[config.mk]
export PLATFORM = sky130hd
export DESIGN_NAME = regs_file_mp
export DESIGN_NICKNAME = d
export VERILOG_FILES = /design/src/rtl/regs_file_mp.sv
export SDC_FILE = /design/constraint.sdc
export NUM_CORES = 1
export LEC_CHECK = 0
export CORE_UTILIZATION = 40
export CTS_BUF_LIST = sky130_fd_sc_hd__clkbuf_4 sky130_fd_sc_hd__clkbuf_8 sky130_fd_sc_hd__clkbuf_16
export CTS_CLUSTER_SIZE = 20
export DETAILED_ROUTE_END_ITERATION = 16
export MAX_ROUTING_LAYER = met4
export PLACE_DENSITY = 0.67
export SETUP_SLACK_MARGIN = 0.1
export SLEW_MARGIN = 20
export SYNTH_ARGS = -nofsm -noshare
export SYNTH_HDL_FRONTEND = slang
export SYNTH_SLANG_ARGS = --single-unit
[constraint.sdc]
create_clock -name clk -period 7 [get_ports clk]
set_input_delay 1.05 -clock clk [delete_from_list [all_inputs] [get_ports clk]]
set_output_delay 1.05 -clock clk [all_outputs]
set_load 0.01 [all_outputs]
[src/rtl/regs_file_mp.sv]
// Parametrised integer register file: NRD combinational read ports, one core write port,
// a req/ack debug port and a post-reset clear sequence. Optional forwarding: REGS_FILE_BYPASS_EN.
module regs_file_mp #(
    parameter int XLEN  = 32,
    parameter int NREGS = 32,
    parameter int AW    = $clog2(NREGS),
    parameter int NRD   = 2
) (
    input  logic                  clk,
    input  logic                  rst_n,
    output logic                  init_done_o,
    input  logic                  wr_en_i,
    input  logic [AW-1:0]         wr_addr_i,
    input  logic [XLEN-1:0]       wr_data_i,
    input  logic [NRD*AW-1:0]     rd_addr_i,
    output logic [NRD*XLEN-1:0]   rd_data_o,
    input  logic                  dbg_req_i,
    input  logic                  dbg_we_i,
    input  logic [AW-1:0]         dbg_addr_i,
    input  logic [XLEN-1:0]       dbg_wdata_i,
    output logic                  dbg_ack_o,
    output logic [XLEN-1:0]       dbg_rdata_o
);

    typedef enum logic [1:0] {
        ST_INIT    = 2'd0,
        ST_IDLE    = 2'd1,
        ST_DBG_ACK = 2'd2
    } state_t;

    localparam logic [AW-1:0]   ADDR_ZERO = {AW{1'b0}};
    localparam logic [AW-1:0]   PTR_ONE   = {{(AW-1){1'b0}}, 1'b1};
    localparam logic [AW-1:0]   PTR_LAST  = {AW{1'b1}};
    localparam logic [XLEN-1:0] DATA_ZERO = {XLEN{1'b0}};

    logic [XLEN-1:0] mem_r [NREGS];
    state_t          state_r;
    state_t          state_next_s;
    logic [AW-1:0]   ptr_r;
    logic            init_done_r;
    logic            dbg_ack_r;
    logic [XLEN-1:0] dbg_rdata_r;
    logic            req_low_r;
    logic            mem_we_s;
    logic [AW-1:0]   mem_waddr_s;
    logic [XLEN-1:0] mem_wdata_s;
    logic            dbg_accept_s;
    logic [XLEN-1:0] dbg_old_s;

    // Next-state and write-port selection; core writes always win over debug
    always_comb begin
        state_next_s = state_r;
        mem_we_s     = 1'b0;
        mem_waddr_s  = wr_addr_i;
        mem_wdata_s  = wr_data_i;
        dbg_accept_s = 1'b0;
        case (state_r)
            ST_INIT: begin
                mem_we_s    = 1'b1;
                mem_waddr_s = ptr_r;
                mem_wdata_s = DATA_ZERO;
                if (ptr_r == PTR_LAST) begin
                    state_next_s = ST_IDLE;
                end else begin
                    state_next_s = ST_INIT;
                end
            end
            ST_IDLE: begin
                if (wr_en_i) begin
                    mem_we_s = (wr_addr_i != ADDR_ZERO);
                end else if (dbg_req_i && req_low_r) begin
                    dbg_accept_s = 1'b1;
                    state_next_s = ST_DBG_ACK;
                    mem_we_s     = dbg_we_i && (dbg_addr_i != ADDR_ZERO);
                    mem_waddr_s  = dbg_addr_i;
                    mem_wdata_s  = dbg_wdata_i;
                end else begin
                    state_next_s = ST_IDLE;
                end
            end
            ST_DBG_ACK: begin
                mem_we_s     = wr_en_i && (wr_addr_i != ADDR_ZERO);
                state_next_s = ST_IDLE;
            end
            default: begin
                state_next_s = ST_INIT;
            end
        endcase
    end

    // Pre-write value of the debug target, captured on accept
    always_comb begin
        if (dbg_addr_i != ADDR_ZERO) begin
            dbg_old_s = mem_r[dbg_addr_i];
        end else begin
            dbg_old_s = DATA_ZERO;
        end
    end

    // FSM state register and clear pointer
    always_ff @(posedge clk or negedge rst_n) begin
        if (!rst_n) begin
            state_r <= ST_INIT;
            ptr_r   <= PTR_ONE;
        end else begin
            state_r <= state_next_s;
            if (state_r == ST_INIT) begin
                ptr_r <= ptr_r + PTR_ONE;
            end
        end
    end

    // Registered status/debug outputs and the re-arm flag for held requests
    always_ff @(posedge clk or negedge rst_n) begin
        if (!rst_n) begin
            init_done_r <= 1'b0;
            dbg_ack_r   <= 1'b0;
            dbg_rdata_r <= DATA_ZERO;
            req_low_r   <= 1'b1;
        end else begin
            init_done_r <= (state_next_s != ST_INIT);
            dbg_ack_r   <= (state_next_s == ST_DBG_ACK);
            if (dbg_accept_s) begin
                dbg_rdata_r <= dbg_old_s;
                req_low_r   <= 1'b0;
            end else if (!dbg_req_i) begin
                req_low_r   <= 1'b1;
            end
        end
    end

    // Storage array: deliberately not reset, the clear sequence owns initialisation
    always_ff @(posedge clk) begin
        if (mem_we_s) begin
            mem_r[mem_waddr_s] <= mem_wdata_s;
        end
    end

    for (genvar k = 0; k < NRD; k++) begin : g_rd
        logic [AW-1:0]   addr_s;
        logic [XLEN-1:0] word_s;
        assign addr_s = rd_addr_i[k*AW +: AW];

        // Read mux for port k; zero while clearing and for register 0
        always_comb begin
            if (!init_done_r || (addr_s == ADDR_ZERO)) begin
                word_s = DATA_ZERO;
`ifdef REGS_FILE_BYPASS_EN
            end else if (wr_en_i && (wr_addr_i == addr_s)) begin
                word_s = wr_data_i;
`endif
            end else begin
                word_s = mem_r[addr_s];
            end
        end

        assign rd_data_o[k*XLEN +: XLEN] = word_s;
    end

    assign init_done_o = init_done_r;
    assign dbg_ack_o   = dbg_ack_r;
    assign dbg_rdata_o = dbg_rdata_r;

endmodule

==> Yosys cells after proc, flatten, opt, wreduce, memory -nomap -nowiden <==
Memory sizes are Yosys's and may differ from the RTL's.
Index checks and enable logic that the tools add are counted.
W data, S select, Z words.
{ "classes": {"n_addsub": 1, "eq_ne": 5, "muxes": 23, "n_reduce_logical": 12} }
{ "ops": {"columns": ["cell", "n"], "rows": [
  ["$mux W32", 5],
  ["$pmux W32 S2", 1],
  ["$logic_not A5 Y1", 2],
  ["$mux W1", 10],
  ["$mux W5", 2],
  ["$pmux W5 S2", 1],
  ["$reduce_bool A5 Y1", 2],
  ["$pmux W2 S3", 1],
  ["$add A5 B1 Y5 const B", 1],
  ["$eq A5 B5 Y1 const B", 1],
  ["$eq A2 B2 Y1 const B", 2],
  ["$mux W2", 2],
  ["$logic_and A1 B1 Y1", 3],
  ["$pmux W1 S3", 1],
  ["$eq A2 B1 Y1 const B", 1],
  ["$logic_not A2 Y1", 1],
  ["$logic_or A1 B1 Y1", 2],
  ["$ne A2 B1 Y1 const B", 1],
  ["$reduce_bool A2 Y1", 1],
  ["$logic_not A1 Y1", 1]
]} }
{ "totals": {"reg_bits": 42, "ram_bits": 1024, "input_bits": 89, "output_inout_bits": 98, "elab_cells": 48, "memories": 1} }
{ "memory_table": {"columns": ["memory", "depth", "width", "rd", "rd_ports_with_merged_regs", "write_ports", "line_no", "text"], "rows": [
  ["mem_r", 32, 32, 3, 0, 1, "36", "logic [XLEN-1:0] mem_r [NREGS];"]
]} }

==> Longest topological paths before layout <==
Gate-level depths: netlist (run 1).
{ "depth": {"word_depth": 7, "ltp_mapped": 9, "depth_no_buf": 6} }

==> Least setup slack after synthesis (run 1) <==
Ideal clock, no wire load.
{ "synth_timing": {"kind": "input to register", "start": "in wr_en_i", "end": "mem mem_r[0][0] (enable)", "setup_ps": 502, "arrival_ps": 5428, "required_ps": 6498, "path_slack_ps": 1069, "path_stages": 5, "path_buffers": 0, "cell_sequence": "nand3b_1 a21o_1 a222oi_1 nand4_2 nor4_1"} }
{ "synth_via": {"elab_chain_cells": 4, "word_cells_on_any_way": 7, "cone_classes": "6 x mux; 1 x reduce/logical"} }
{ "synth_rtl": {"columns": ["item", "line_no", "text"], "rows": [
  ["start, declared", "12", "input logic wr_en_i,"],
  ["$mux W1 or $logic_and A1 B1 Y1 (tied branches)", "69, 82", null],
  ["$pmux W1 S3", "57", "case (state_r)"],
  ["$mux W1", "134", "if (mem_we_s) begin"],
  ["$mux W1 (implied by the code)", "135", "mem_r[mem_waddr_s] <= mem_wdata_s;"],
  ["end, declared", "36", null]
]} }
Parallel ways exist; a longest one is shown, timed or not.

==> Worst setup path after layout (run 1) <==
{ "layout_timing": {"start": "in rd_addr_i[5]", "end": "out rd_data_o[52]"} }
{ "layout_via": {"elab_chain_cells": 3, "word_cells_on_any_way": 4, "cone_classes": "1 x mux; 2 x reduce/logical; 1 x memory"} }
{ "layout_rtl": {"columns": ["item", "line_no", "text"], "rows": [
  ["start, declared", "15", "input logic [NRD*AW-1:0] rd_addr_i,"],
  ["parallel branches: the longest is 2 deep, another holds $mem_v2 Z32 W32", null, null],
  ["$mux W32 (*)", "146", "if (!init_done_r || (addr_s == ADDR_ZERO)) begin"],
  ["end, declared", "16", "output logic [NRD*XLEN-1:0] rd_data_o,"]
]} }
Every way passes the cells marked *.

==> flow_summary.toml, run 1 <==
[status]
status = "complete, no violations"

[critical_path]
worstSetupStartpointType = "primary input"
path_cells = "buf_8, buf_12, mux4_2, mux4_2, nand3_1, o21ai_1, clkdlybuf4s50_1"
required_ns = 5.95
cp_num_buf_inv = 3
slowest_stage = "clkdlybuf4s50_1"
cp_max_fo = 53
critPathKind = "primary input to output pin"
critical-path-top-delay-family = "buffers and inverters"
slowest_delay_ns = 0.60
reg2reg_depth = 7
r2r_slack_ns = 2.65
cp.arrival_ns = 4.18
critPathMostFrequentCell = "mux4_2"
critPathCaptureType = "output pin"
path_depth = 7

[route]
wire_per_inst_um = 36.6
dr.pass1.iters = 8
wirelength_um = 194000
drt_iter0_drc = 6525
ant_nets = 0
avgViaCountPerCell = 6.95
vias = 36815
post-route-drc-count = 0

[layout]
postLayoutCoreUtil_pct = 46.2
num-fill-cells = 11958
stdcell_count = 5294
drive_above_1_share_pct = 34.2
layout.nets = 3397
layout-area-overhead-vs-synth_pct = 14.2
finalInstanceArea_sq_um = 65800

[synth]
synth_cell_types = 45
post_synth_fa_ha_maj_area_fraction_pct = 0.0434
synth.net_count = 3277
synthMostInstantiatedCell = "edfxtp_1"
synth_top_area_share_pct = 53.4
synth-simple-area-share_pct = 2.63
synth_compound_area_share_pct = 4.12
synthFlopType = "edfxtp_1"
yosysWarnings = 0
synth_top_area_cell = "edfxtp_1"
synth_seq_cells = 1066
synth_xor_area_share_pct = 0.0456
synth.avg_cell_area_sq_um = 18.1
synthTopCellsByCount = "1024 x edfxtp_1, 732 x mux4_2, 351 x mux2i_1"
netlist_top_cells_area = "edfxtp_1 53%, mux4_2 29%, mux2i_1 6.1%"
synth_top_family_by_area = "multiplexers"
yosysSeqAreaShare_pct = 55.2
synthMuxAreaShare_pct = 35.2
syn_area_sq_um = 57600
synthArstFlopShare_pct = 3.94
synthCells = 3186
synth-edff-count = 1024

[global_routing]
grt_pass1_wl_um = 273000
track_usage_pct = 27.3
grt_max_degree = 104
grt_overflow = 0
grt_pass1_vias = 36071
antenna_found_initial = 9

[die]
die_x_um = 381
die_y_um = 381
core_area_sq_um = 142000
start_util_pct = 40.5
rows = 138
ios = 187
die_area_sq_um = 146000

[clocking]
cts_hold_buf = 0
post_cts_resized = 0
worstSkewPairLatency_ns = 0.74
clock_path_buffers = 3
clock-sinks = 1066
postCtsSetupRepairBufs = 0
htree_levels = 3
clk_pin_slew_worst_paths_ns = 0.06
cts_tree = "done"
cts_buffers = 108
root_buffer = "clkbuf_16"

[sta]
whs_ns = 0.476
final-max-slew-violation-count = 0
fin_setup_tns_ns = 0
fmax_ghz = 0.191
rsz0062_at_grt = "false"
finClkSkew_ns = 0.0276
setup_viol = 0
fin_crit_sh_pct = 74.7
setup_ws_ns = 1.77
fin_crit_ns = 5.23
maxSlewHeadroom_pct = 25.5
tightest_slew_ns = 1.12
hold_viol = 0

[pwr]
p_int_mw = 14.1
combPwrFrac_pct = 26.0
p_sw_share_pct = 31.7
peakVddDrop_mv = 0.284
report.power.total_mw = 20.7
p_sw_mw = 6.55
pwr-share-seq_pct = 44.4
leakagePower_nw = 21.8
cellPowerDensity_nw_per_um2 = 314
clkPwrFrac_pct = 29.6

[placement]
dp.cells = 5086
portBuffers = 186
gp_congestion = 0.869
dpl.hpwl_um = 115000
placed_area_sq_um = 62000
detailedPlace.worstSlack_ns = 1.76

[run]
cap_violations = 0

[min_path]
hold_depth = 2
hold_path_class = "flop to flop"
[power groups by stage]
stage	clock, mW	sequential, mW	combinational [mW]
2_1_floorplan	0	9.04	2.85
3_3_place_gp	0	9.24	5.21
3_5_place_dp	0	9.28	5.25
4_1_cts	6.16	9.15	5.27
5_1_grt	6.40	9.26	5.55
6_report	6.12	9.17	5.37
[registers in the layout, summed over array words and instances (netlist names)]
register and count:
req_low_r 1, init_done_o 1, dbg_ack_o 1, dbg_rdata_o 32
ptr_r 5, mem_r 1024, state_r 2
[per-layer routing]
layer	vias up	global-route usage, %	wire (um)
met5	-	-	0
met4	0	8.88	6870
met3	436	7.26	27400
met2	2911	38.3	85000
met1	19405	38.4	74300
li1	14063	-	-
[cell type report]
class,instances,area [sq um],area share [%]
sequential,1066,31800,48.4
multi-input combinational,1756,24500,37.3
timing repair buffer,308,3090,4.70
clock buffer,145,3050,4.63
tap,1890,2360,3.60
clock inverter,59,673,1.02
inverter,66,248,0.377
antenna,4,10.0,0.0152
[placed cells by master (no fill, tap or decap), drive strengths merged, types with 5 or more instances in the layout]
master,n
a22o,64
mux2i,351
mux4,732
nand2,82
clkbuf,145
inv,75
a221oi,27
dfrtp,40
buf,138
a21oi,33
o21ai,67
mux2,25
clkdlybuf4s50,170
a22oi,132
edfxtp,1024
and2,5
clkinv,34
nand3,144
nand4,24
nor2,34
bufinv,13
[worst paths after layout]
| path | to | startpoint |
|---|---|---|
| max in group asynchronous | init_done_o | rst_n |
| setup / recovery | rd_data_o[52] | rd_addr_i[5] |
| hold / removal | req_low_r | req_low_r |
| hold reg to reg | req_low_r | req_low_r |
| min in group asynchronous | dbg_rdata_o[19] | rst_n |
| setup reg to reg | mem_r[27][1] | req_low_r |
[worst reg2reg max path, cell delays in order (launching register included)]
cell and delay, ns:
dfstp_2 0.54, and3b_1 0.24, nand3b_4 0.10, inv_2 0.76, a222oi_1 0.42, nand4b_1 0.59
nor2_4 0.81, buf_4 0.52
[kinds of logic (layout without fill, tap and decap cells)]
kind of cell	Yosys count	after routing
DFF	1066	1066
AOI/OAI and AO/OA	331	331
adders and majority gates	2	2
buffers and inverters	364	578
muxes	1108	1108
and+or+nand+nor	312	312
xor gates and xnor gates	3	3
other	0	4
(Power assumes the default switching activity.)
==> inputs of run 2 (changes only) <==
==> constraint.sdc (replaced) <==
create_clock -name clk -period 5.11 [get_ports clk]
set_input_delay 0.7665 -clock clk [delete_from_list [all_inputs] [get_ports clk]]
set_output_delay 0.7665 -clock clk [all_outputs]
set_load 0.01 [all_outputs]
==> run 2 against run 1 <==
  * Setup slack got worse by 1.4 ns
  * Die area stayed put
  * Hold slack worse by 0.29 ns
==> flow_summary.toml, run 2 (same netlist as run 1, synthesis figures left out) <==
[sta]
fmax_ghz = 0.210
tightest_slew_ns = 1.16
setup_viol = 0
fin_crit_sh_pct = 93.2
finClkSkew_ns = 0.0214
fin_crit_ns = 4.76
whs_ns = 0.183
rsz0062_at_grt = "false"
final-max-slew-violation-count = 0
maxSlewHeadroom_pct = 22.0
hold_viol = 0

[placement]
portBuffers = 186
placed_area_sq_um = 62600
dpl.hpwl_um = 115000
gp_congestion = 0.853

[layout]
seq_area_sq_um = 31800
multi_input_area_sq_um = 24500
drive_above_1_share_pct = 34.6
top_register = "mem_r"
final_common_cell = "edfxtp_1"
layout-area-overhead-vs-synth_pct = 15.0
finalInstanceArea_sq_um = 66300
largest_reg_flops = 1024
num-fill-cells = 11986
final_cell_mix = "1024 x edfxtp_1, 732 x mux4_2, 351 x mux2i_1"
layout.nets = 3424

[route]
ant_nets = 0
wirelength_um = 198000
drt_iter0_drc = 5949
avgViaCountPerCell = 7.00
wire_per_inst_um = 37.3
dr.pass1.iters = 7
vias = 37285
post-route-drc-count = 0

[pwr]
leakagePower_nw = 22.0
cellPowerDensity_nw_per_um2 = 427
peakVddDrop_mv = 0.444

[clocking]
cts_hold_buf = 0
cts_buffers = 110
post_cts_resized = 0
htree_levels = 3
postCtsSetupRepairBufs = 0
clock_path_buffers = 3
clock-sinks = 1066
clk_pin_slew_worst_paths_ns = 0.06
cts_tree = "done"
worstSkewPairLatency_ns = 0.72
root_buffer = "clkbuf_16"

[global_routing]
grt_overflow = 0
antenna_found_initial = 10
grt_pass1_vias = 36536
grt_max_degree = 108
track_usage_pct = 27.9
grt_pass1_wl_um = 277000

[critical_path]
cp.arrival_ns = 3.99
critPathKind = "flop to output pin"
worstSetupStartpointType = "flop"
required_ns = 4.34
critPathCaptureType = "output pin"
cp_max_fo = 26

[die]
start_util_pct = 40.5
rows = 138
core_area_sq_um = 142000
die_x_um = 381
die_y_um = 381
ios = 187
die_area_sq_um = 146000

[status]
status = "complete, no violations"

[run]
cap_violations = 0

[min_path]
hold_path_class = "primary input to asynchronous set/reset pin"
run 2: cell type report:
cell class	count	area share, %
inverter	66	0.374
multi-input combinational	1756	37.0
clock buffer	148	4.70
clock inverter	59	0.797
timing repair buffer	333	5.49
antenna	5	0.0189
tap	1890	3.57
sequential	1066	48.0
run 2: stage by stage:
stage / setup WS, ns / cells / total power, mW / utilization [%] / setup TNS (ns)
finish: 0.350 / 5323 / 28.3 / 46.6 / 0
global route: 0.447 / 5323 / 29.0 / 46.6 / 0
CTS: 0.480 / 5318 / 28.2 / 46.5 / 0
detailed placement: 0.575 / 5111 / 20.1 / 44.0 / 0
global placement: 0.554 / 5111 / 20.0 / 44.0 / 0
floorplan: -0.537 / 3186 / 16.3 / - / -68.74
run 2: report_power, final:
group	total [mW]	internal (mW)	switching (mW)	leakage [nW]
clock	8.17	4.68	3.49	1.82
combinational	7.60	2.88	4.72	10.2
sequential	12.5	11.7	0.841	9.93
run 2: final timing paths:
check / endpoint / slack (ns) / startpoint / depth (start not counted)
worst min-delay path: dbg_rdata_o[29] / 0.18 / rst_n / 1
worst max-delay path: rd_data_o[0] / 0.35 / init_done_o / 4
worst max register to register: mem_r[12][9] / 1.52 / req_low_r / 7
max in group asynchronous: init_done_o / 3.87 / rst_n / 2
worst min register to register: req_low_r / 0.47 / req_low_r / 2
min in group clk: req_low_r / 0.47 / req_low_r / 2
run 2: layer usage:
layer	GRT usage [%]	wire [um]
met1	38.7	75100
met2	40.1	88200
met3	7.07	27800
met4	9.12	7320
met5	-	0
run 2: worst max-delay path, stage by stage (launching register included):
cell and delay [ns]:
dfrtp_4 0.75, nand3b_1 0.57, buf_4 0.44, o21ai_0 0.79, clkdlybuf4s50_1 0.69
